[src/rtl/bin_to_bcd_seq.sv]
// bin_to_bcd_seq: sequential double-dabble binary to packed-BCD converter.
// Converts one input bit per clock using add-3 then shift, so a conversion
// takes BIN_W clocks. bcd_out and ovf hold the last result between conversions.
// Optional feature macro: BIN_TO_BCD_OVF_EN. When it is defined, inputs above
// 10^DIGITS-1 saturate to all nines and raise ovf. When it is undefined, ovf
// is tied low and the low DIGITS decimal digits are reported.
module bin_to_bcd_seq #(
    parameter int unsigned BIN_W  = 10,
    parameter int unsigned DIGITS = 4
) (
    input  logic                  clk,
    input  logic                  rst,
    input  logic                  start,
    input  logic [BIN_W-1:0]      bin_in,
    output logic                  busy,
    output logic                  done,
    output logic [4*DIGITS-1:0]   bcd_out,
    output logic                  ovf
);

    localparam int unsigned SCR_W = 4 * DIGITS;
    localparam int unsigned CAT_W = SCR_W + BIN_W;
    localparam int unsigned CNT_W = (BIN_W > 1) ? $clog2(BIN_W) : 1;

    typedef enum logic [0:0] {
        IDLE  = 1'b0,
        SHIFT = 1'b1
    } state_t;

    state_t             state;
    state_t             state_nxt;

    logic [BIN_W-1:0]   sh;
    logic [SCR_W-1:0]   scr;
    logic [CNT_W-1:0]   cnt;

    logic [SCR_W-1:0]   scr_adj;
    logic [CAT_W-1:0]   cat_step;
    logic [SCR_W-1:0]   scr_step;
    logic [BIN_W-1:0]   sh_step;
    logic               last;

    logic               load;
    logic               step;
    logic               busy_nxt;
    logic               done_nxt;
    logic [SCR_W-1:0]   bcd_nxt;

`ifdef BIN_TO_BCD_OVF_EN
    // Largest value representable in DIGITS decimal digits.
    function automatic logic [63:0] max_dec(input int unsigned d);
        logic [63:0] p;
        p = 64'd1;
        for (int unsigned i = 0; i < d; i++) begin
            p = p * 64'd10;
        end
        return p - 64'd1;
    endfunction

    localparam logic [63:0] MAX_VAL = max_dec(DIGITS);

    logic               ovf_pending;
    logic               ovf_nxt;
`endif

    // One double-dabble step: add 3 to every digit >= 5, then shift left.
    always_comb begin
        scr_adj = scr;
        for (int unsigned i = 0; i < DIGITS; i++) begin
            if (scr[4*i +: 4] >= 4'd5) begin
                scr_adj[4*i +: 4] = scr[4*i +: 4] + 4'd3;
            end
        end
        cat_step = {scr_adj, sh} << 1;
    end

    assign scr_step = cat_step[CAT_W-1 -: SCR_W];
    assign sh_step  = cat_step[BIN_W-1:0];
    assign last     = (cnt == CNT_W'(BIN_W - 1));

    // State register.
    always_ff @(posedge clk) begin
        if (rst) begin
            state <= IDLE;
        end else begin
            state <= state_nxt;
        end
    end

    // Next-state logic.
    always_comb begin
        state_nxt = state;
        case (state)
            IDLE:    if (start) state_nxt = SHIFT;
            SHIFT:   if (last)  state_nxt = IDLE;
            default: state_nxt = IDLE;
        endcase
    end

    // Output and datapath-control decode; outputs are registered below.
    always_comb begin
        load     = 1'b0;
        step     = 1'b0;
        busy_nxt = 1'b0;
        done_nxt = 1'b0;
        bcd_nxt  = bcd_out;
`ifdef BIN_TO_BCD_OVF_EN
        ovf_nxt  = ovf;
`endif
        case (state)
            IDLE: begin
                if (start) begin
                    load     = 1'b1;
                    busy_nxt = 1'b1;
                end
            end
            SHIFT: begin
                step = 1'b1;
                if (last) begin
                    done_nxt = 1'b1;
`ifdef BIN_TO_BCD_OVF_EN
                    if (ovf_pending) begin
                        bcd_nxt = {DIGITS{4'h9}};
                        ovf_nxt = 1'b1;
                    end else begin
                        bcd_nxt = scr_step;
                        ovf_nxt = 1'b0;
                    end
`else
                    bcd_nxt = scr_step;
`endif
                end else begin
                    busy_nxt = 1'b1;
                end
            end
            default: begin
                load = 1'b0;
            end
        endcase
    end

    // Registered outputs; bcd_out only moves at the done edge or reset.
    always_ff @(posedge clk) begin
        if (rst) begin
            busy    <= 1'b0;
            done    <= 1'b0;
            bcd_out <= '0;
        end else begin
            busy    <= busy_nxt;
            done    <= done_nxt;
            bcd_out <= bcd_nxt;
        end
    end

`ifdef BIN_TO_BCD_OVF_EN
    // Overflow flag, updated together with bcd_out.
    always_ff @(posedge clk) begin
        if (rst) begin
            ovf <= 1'b0;
        end else begin
            ovf <= ovf_nxt;
        end
    end

    // Range check of the captured input, applied when the result is published.
    always_ff @(posedge clk) begin
        if (rst) begin
            ovf_pending <= 1'b0;
        end else if (load) begin
            ovf_pending <= (64'(bin_in) > MAX_VAL);
        end
    end
`else
    assign ovf = 1'b0;
`endif

    // Conversion datapath: capture on accept, one add-3/shift per SHIFT cycle.
    always_ff @(posedge clk) begin
        if (rst) begin
            sh  <= '0;
            scr <= '0;
            cnt <= '0;
        end else if (load) begin
            sh  <= bin_in;
            scr <= '0;
            cnt <= '0;
        end else if (step) begin
            sh  <= sh_step;
            scr <= scr_step;
            cnt <= cnt + CNT_W'(1);
        end
    end

endmodule

[config.mk]
export PLATFORM = sky130hd
export DESIGN_NAME = bin_to_bcd_seq
export DESIGN_NICKNAME = d
export VERILOG_FILES = /design/src/rtl/bin_to_bcd_seq.sv
export SDC_FILE = /design/constraint.sdc
export NUM_CORES = 1
export LEC_CHECK = 0
export ABC_AREA = 1
export ABC_CLOCK_PERIOD_IN_PS = 1400
export BUFFER_PORTS_ARGS = -buffer_cell sky130_fd_sc_hd__buf_2
export CAP_MARGIN = 0
export CORE_ASPECT_RATIO = 0.5
export CORE_UTILIZATION = 56
export DETAILED_ROUTE_END_ITERATION = 12
export GPL_ROUTABILITY_DRIVEN = 0
export GPL_TIMING_DRIVEN = 0
export PLACE_DENSITY = 0.8
export SLEW_MARGIN = 20
export SYNTH_ARGS = -nofsm -noshare
export SYNTH_HDL_FRONTEND = slang
export SYNTH_SLANG_ARGS = --single-unit
[constraint.sdc]
create_clock -name clk -period 1.4 [get_ports clk]
set_input_delay 0.14 -clock clk [delete_from_list [all_inputs] [get_ports clk]]
set_output_delay 0.14 -clock clk [all_outputs]
set_load 0.01 [all_outputs]
==> run_results.csv, run 1 <==
group,metric,value,unit
cts,clk_latency,0.29,ns
synthesis,ys_ff_latch,48,
floorplanning,core,0.00392,sq mm
global_route,grt_antenna_before_repair,0,
worst_setup_path,arrival,1.58,ns
route,wl_per_cell,11.7,microns
floorplanning,dieWidth,92.9,microns
power,p_per_area,1010,mW/mm^2
worst_setup_path,startpoint_type,"flip-flop",
synthesis,synth_nets,361,
cts,cts_buffers,5,
worst_setup_path,crit_cells,8,
cts,cts_hold_buf,0,
layout,area_growth,18.8,%
cts,cts_max_path_buffers,2,
sta,hold_viol_final,0,
global_route,grt_use_total,23.0,%
synthesis,yosys.area_share.simple,32.8,%
worst_setup_path,end_kind,"flip-flop",
power,irDropWorstVdd,0.561,mV
cts,cts_tree,"done",
global_route,grt_pass1_vias,1816,
synthesis,synth_top_family_by_area,"simple AND/OR/NAND/NOR gates",
placed_design,hpwl,3490,microns
cts,cts_max_level,2,
global_route,grt_max_degree,15,
route,routed-via-count,2233,
synthesis,syn_inst,338,
worst_setup_path,worst_path_max_delay_cell,"dfxtp_2",
power,total_power,0.00277,W
sta,finalCritPeriodShare,95.0,%
synthesis,synth_seq_area_share,41.5,%
worst_setup_path,crit_family,"simple AND/OR/NAND/NOR gates",
synthesis,synth_compound_area_share,8.22,%
worst_setup_path,cp_max_fo,5,
cts,clock_tree.root_cell,"clkbuf_8",
worst_setup_path,cp_common_cell,"nand2_1",
worst_setup_path,worstRegToRegCells,8,
sta,setup_viol,0,
synthesis,synth-warning-count,0,
layout,num-nets-final,406,
route,drt-initial-drc-count,147,
route,ant_nets,0,
power,p_leak,1.49,nW
cts,cts_sinks,48,
hold_path,worstHoldPathCells,3,
floorplanning,start_util,59.0,%
synthesis,avgSynthCellArea,6.84,sq um
global_route,overflow,0,
global_route,grt_pass1_wl,7760,microns
worst_setup_path,path_cells,"ha_2, nand3_2, nor2_4, nand2_4, inv_6, clkbuf_16, nand2_1, nand2_1",
layout,antennaDiodeCount,0,
sta,finalMaxSlewViolations,0,
floorplanning,placementRows,16,
sta,timing.final.crit_period,1.33,ns
worst_setup_path,critPathMaxStageDelay,0.38,ns
hold_path,min_path_type,"primary input to flip-flop",
cts,clk_pin_slew_worst_paths,0.09,ns
synthesis,synthMuxAreaShare,0,%
synthesis,synth.distinct_cells,23,
run_status,status,"complete, no violations",
worst_setup_path,worstPathRequired,1.65,ns
worst_setup_path,cp.buffers_inverters,2,
floorplanning,ios,32,
sta,skew,0.00783,ns
route,viasPerCell,5.10,
route,post-route-drc-count,0,
sta,fmax,752,MHz
floorplanning,dieArea,0.00441,sq mm
placed_design,port_buffers,30,
worst_setup_path,criticalPathCategory,"flip-flop to flip-flop",
floorplanning,die_h,47.5,microns
synthesis,synth_area,0.00231,sq mm
route,first_pass_iters,4,
synthesis,synth-xor-area-share,0.379,%
layout,finish.utilization,70.1,%
route,drt-total-wl,5120,microns
layout,drive_gt1_share,19.0,%
job,max_cap_viol_count,0,
synthesis,synth_fa_ha_area_share,5.41,%
==> cells in the mapped netlist <==
| master | instances | share of area, % |
|---|---|---|
| ha_1 | 10 | 5.4 |
| buf_4 | 3 | 0.97 |
| o21a_1 | 1 | 0.32 |
| inv_2 | 4 | 0.65 |
| conb_1 | 1 | 0.16 |
| nand2_2 | 1 | 0.27 |
| a22oi_1 | 1 | 0.32 |
| dfxtp_1 | 48 | 42 |
| nor3_1 | 1 | 0.22 |
| nand4_1 | 9 | 2.4 |
| o21ai_0 | 16 | 3.5 |
| nor2_1 | 10 | 1.6 |
| nor2_4 | 3 | 1.5 |
| nand2_1 | 126 | 20 |
| buf_2 | 5 | 1.1 |
| xor2_1 | 1 | 0.38 |
| nand3_1 | 27 | 5.8 |
| nor2_2 | 1 | 0.27 |
| clkbuf_1 | 1 | 0.16 |
| inv_1 | 47 | 7.6 |
| or2_2 | 1 | 0.27 |
| a21oi_1 | 19 | 4.1 |
| buf_6 | 2 | 0.97 |
==> sequential cells by signal, indices dropped and copies added (netlist names) <==
signal / flops
cnt: 4
busy: 1
scr: 16
bcd_out: 16
done: 1
sh: 10
==> cell families after synthesis <==
group | Yosys count
buffers and inverters | 62
XOR/XNOR | 1
AO/OA/AOI/OAI | 37
AND/OR/NAND/NOR | 179
other | 1
flip-flops | 48
adder cells (fa/ha/maj) | 10
==> cell type report <==
cell class,count,area (sq um)
Fill cell,329,1170
Multi-Input combinational cell,228,1100
Sequential cell,48,965
Timing Repair Buffer,38,228
Inverter,51,196
Buffer,11,82.6
Clock buffer,6,72.6
Tap cell,54,67.6
Clock inverter,2,35.0
==> layer usage <==
layer  vias up  global-route usage, %  wire [microns]
met5         -                      0               0
met4         0                   5.23              59
met3        10                   5.71             348
met2        82                   41.9            2420
met1       997                   28.9            2300
li1       1144                      -               -
==> path summary, 6_finish.rpt <==
kind / start / end / slack, ns
worst min register to register: bcd_out[8] / bcd_out[8] / 0.45
worst max register to register: cnt[0] / bcd_out[6] / 0.07
worst min-delay path: bin_in[0] / sh[0] / 0.11
worst max-delay path: cnt[0] / bcd_out[6] / 0.07
==> cell usage in the layout, fill, tap and decap left out, types with 2 or more instances in the layout <==
| cell type | n |
|---|---|
| nand2_1 | 125 |
| inv_1 | 46 |
| dfxtp_1 | 45 |
| buf_2 | 35 |
| nand3_1 | 26 |
| a21oi_1 | 19 |
| o21ai_0 | 15 |
| nor2_1 | 10 |
| buf_4 | 9 |
| nand4_1 | 9 |
| ha_1 | 9 |
| clkbuf_8 | 5 |
| inv_2 | 4 |
| nor2_4 | 3 |
| dfxtp_2 | 3 |
| buf_6 | 2 |
==> worst min-delay path: stages <==
cell	delay, ns
buf_2	0.09
nand2_1	0.06
a21oi_1	0.06
==> what timing repair did <==
item,CTS,global route
pin swaps,0,3
buffers inserted,0,7
cloned,0,1
setup endpoints to repair,1,17
resized for setup,1,14
==> where the power goes <==
group          internal, W  switching, W  leakage [nW]
registers          0.00141     0.0000331         0.392
clock network     0.000530      0.000447        0.0552
logic             0.000132      0.000221          1.04
==> through the flow <==
stage / instance area (sq um) / setup WS [ns] / hold WS, ns / instances / setup TNS [ns]
6_report: 2750 / 0.0701 / 0.108 / 438 / 0
5_1_grt: 2750 / -0.0248 / 0.118 / 438 / -0.0661
4_1_cts: 2640 / 0.0352 / 0.107 / 430 / 0
3_5_place_dp: 2530 / 0.0156 / 0.422 / 422 / 0
3_3_place_gp: 2530 / 0.0592 / 0.399 / 422 / 0
2_1_floorplan: 2310 / 0.217 / 0.209 / 338 / 0
Power figures use the tool's default switching activity.
==> run 2: changes to the inputs <==
--- a/config.mk
+++ b/config.mk
@@ -14,7 +14,8 @@
 export DETAILED_ROUTE_END_ITERATION = 12
 export GPL_ROUTABILITY_DRIVEN = 0
 export GPL_TIMING_DRIVEN = 0
-export PLACE_DENSITY = 0.8
+export PLACE_DENSITY_LB_ADDON = 0.08
+export SKIP_CTS_REPAIR_TIMING = 1
 export SLEW_MARGIN = 20
 export SYNTH_ARGS = -nofsm -noshare
 export SYNTH_HDL_FRONTEND = slang
==> run 2 against run 1 <==
Routed wire length decreased by 5.3%. Maximum frequency increased by 0.68%. Clock power about the same. First-iteration DRC count decreased by 16%. Design area decreased by 0.73%. Worst setup slack improved by 0.0089 ns. Register-to-register slack about the same. Sequential power about the same. Critical endpoint is now bcd_out[10]. Largest cell class unchanged. Largest power group unchanged.
==> run_results.csv, run 2 (synthesis gave the netlist of run 1 again) <==
group,metric,value,unit
route,post-route-drc-count,0,
global_route,overflow,0,
worst_setup_path,path_cells,"inv_1, ha_1, nand3_2, nor2_4, nand2_4, inv_4, buf_6, nand2_1, nand2_1",
power,p_leak,1.48,nW
worst_setup_path,arrival,1.57,ns
global_route,grt_pass1_wl,7460,microns
layout,top_regs,"bcd_out: 16 flops, scr: 16 flops, sh: 10 flops",
route,routed-via-count,2163,
sta,hold_viol_final,0,
floorplanning,core,0.00392,sq mm
worst_setup_path,criticalPathCategory,"flip-flop to flip-flop",
worst_setup_path,worstPathRequired,1.65,ns
global_route,grt_pass1_vias,1714,
route,drt-total-wl,4850,microns
layout,antennaDiodeCount,0,
placed_design,hpwl,3380,microns
sta,fmax,757,MHz
worst_setup_path,cp.buffers_inverters,3,
worst_setup_path,end_kind,"flip-flop",
hold_path,min_path_type,"primary input to flip-flop",
floorplanning,start_util,59.0,%
route,ant_nets,0,
sta,finalMaxSlewViolations,0,
worst_setup_path,cp_common_cell,"nand2_1",
worst_setup_path,crit_cells,9,
route,viasPerCell,4.95,
hold_path,worstHoldPathCells,3,
placed_design,port_buffers,30,
route,drt-initial-drc-count,124,
layout,finish.utilization,69.5,%
layout,area_growth,18.0,%
worst_setup_path,crit_start,"cnt[1]",
hold_path,hold_path.startpoint,"bin_in[0]",
cts,cts_buffers,5,
worst_setup_path,worst_path_max_delay_cell,"dfxtp_2",
cts,cts_sinks,48,
sta,fin_tns_setup,0,ns
power,p_per_area,1030,mW/mm^2
floorplanning,ios,32,
cts,cts_tree,"done",
worst_setup_path,reg2reg_from,"cnt[1]",
sta,setup_viol,0,
run_status,status,"complete, no violations",
worst_setup_path,worstRegToRegCells,9,
layout,num-nets-final,405,
layout,drive_gt1_share,19.3,%
floorplanning,dieArea,0.00441,sq mm
sta,skew,0.00652,ns
global_route,grt_max_degree,16,
power,irDropWorstVdd,0.565,mV
global_route,grt_antenna_before_repair,0,
route,first_pass_iters,5,
worst_setup_path,crit_family,"simple AND/OR/NAND/NOR gates",
floorplanning,placementRows,16,
cts,clock_tree.root_cell,"clkbuf_8",
cts,cts_max_path_buffers,2,
cts,clk_latency,0.30,ns
floorplanning,dieWidth,92.9,microns
layout,layout_common_cells,"nand2_1, inv_1, dfxtp_1",
global_route,grt_use_total,22.3,%
worst_setup_path,critPathMaxStageDelay,0.33,ns
floorplanning,die_h,47.5,microns
cts,clk_pin_slew_worst_paths,0.09,ns
route,wl_per_cell,11.1,microns
layout,final_common_cell,"nand2_1",
worst_setup_path,cp_max_fo,10,
sta,timing.final.crit_period,1.32,ns
worst_setup_path,startpoint_type,"flip-flop",
sta,finalCritPeriodShare,94.4,%
layout,num-fill-cells,333,
cts,cts_max_level,2,
job,max_cap_viol_count,0,
-- run 2: worst paths after layout --
kind                 end  slack, ns
max          bcd_out[10]       0.08
min                sh[0]       0.08
max reg2reg  bcd_out[10]       0.08
min reg2reg   bcd_out[6]       0.45
-- run 2: layer usage --
layer  up-vias  global-route usage, %  routed length, microns
met1       936                   29.4                    2340
met3         6                   6.03                     337
met4         0                   8.62                      31
li1       1140                      -                       -
met5         -                      0                       0
met2        81                   36.5                    2150
-- run 2: through the flow --
stage               instance area (sq um)  power, W  std cells  worst slack, ns  hold WS (ns)
global route                         2730   0.00294        437          -0.0118         0.100
CTS                                  2640   0.00280        430          -0.0128        0.0719
detailed placement                   2530   0.00180        422          0.00974         0.396
floorplan                            2310   0.00171        338            0.217         0.209
global placement                     2530   0.00179        422           0.0639         0.399
finish                               2730   0.00280        437           0.0790        0.0811
-- run 2: worst register-to-register path: stages, from the launching register on --
cell     delay, ns
dfxtp_2       0.33
inv_1         0.07
ha_1          0.16
nand3_2       0.10
nor2_4        0.19
nand2_4       0.10
inv_4         0.08
buf_6         0.13
nand2_1       0.06
nand2_1       0.05
-- run 2: layout make-up --
type | instances | area (sq um) | area share (%)
multi-input cells | 228 | 1100 | 40.5
inverters | 51 | 194 | 7.11
plain buffers | 11 | 82.6 | 3.03
clock buffers | 5 | 68.8 | 2.52
repair buffers | 37 | 203 | 7.43
flip-flops and latches | 48 | 966 | 35.4
well taps | 54 | 67.6 | 2.48
clock inverters | 3 | 42.5 | 1.56
-- run 2: power breakdown --
group | switching (W) | internal [W] | leakage (nW)
registers | 0.0000340 | 0.00141 | 0.392
clock network | 0.000480 | 0.000529 | 0.0541
logic | 0.000216 | 0.000133 | 1.04
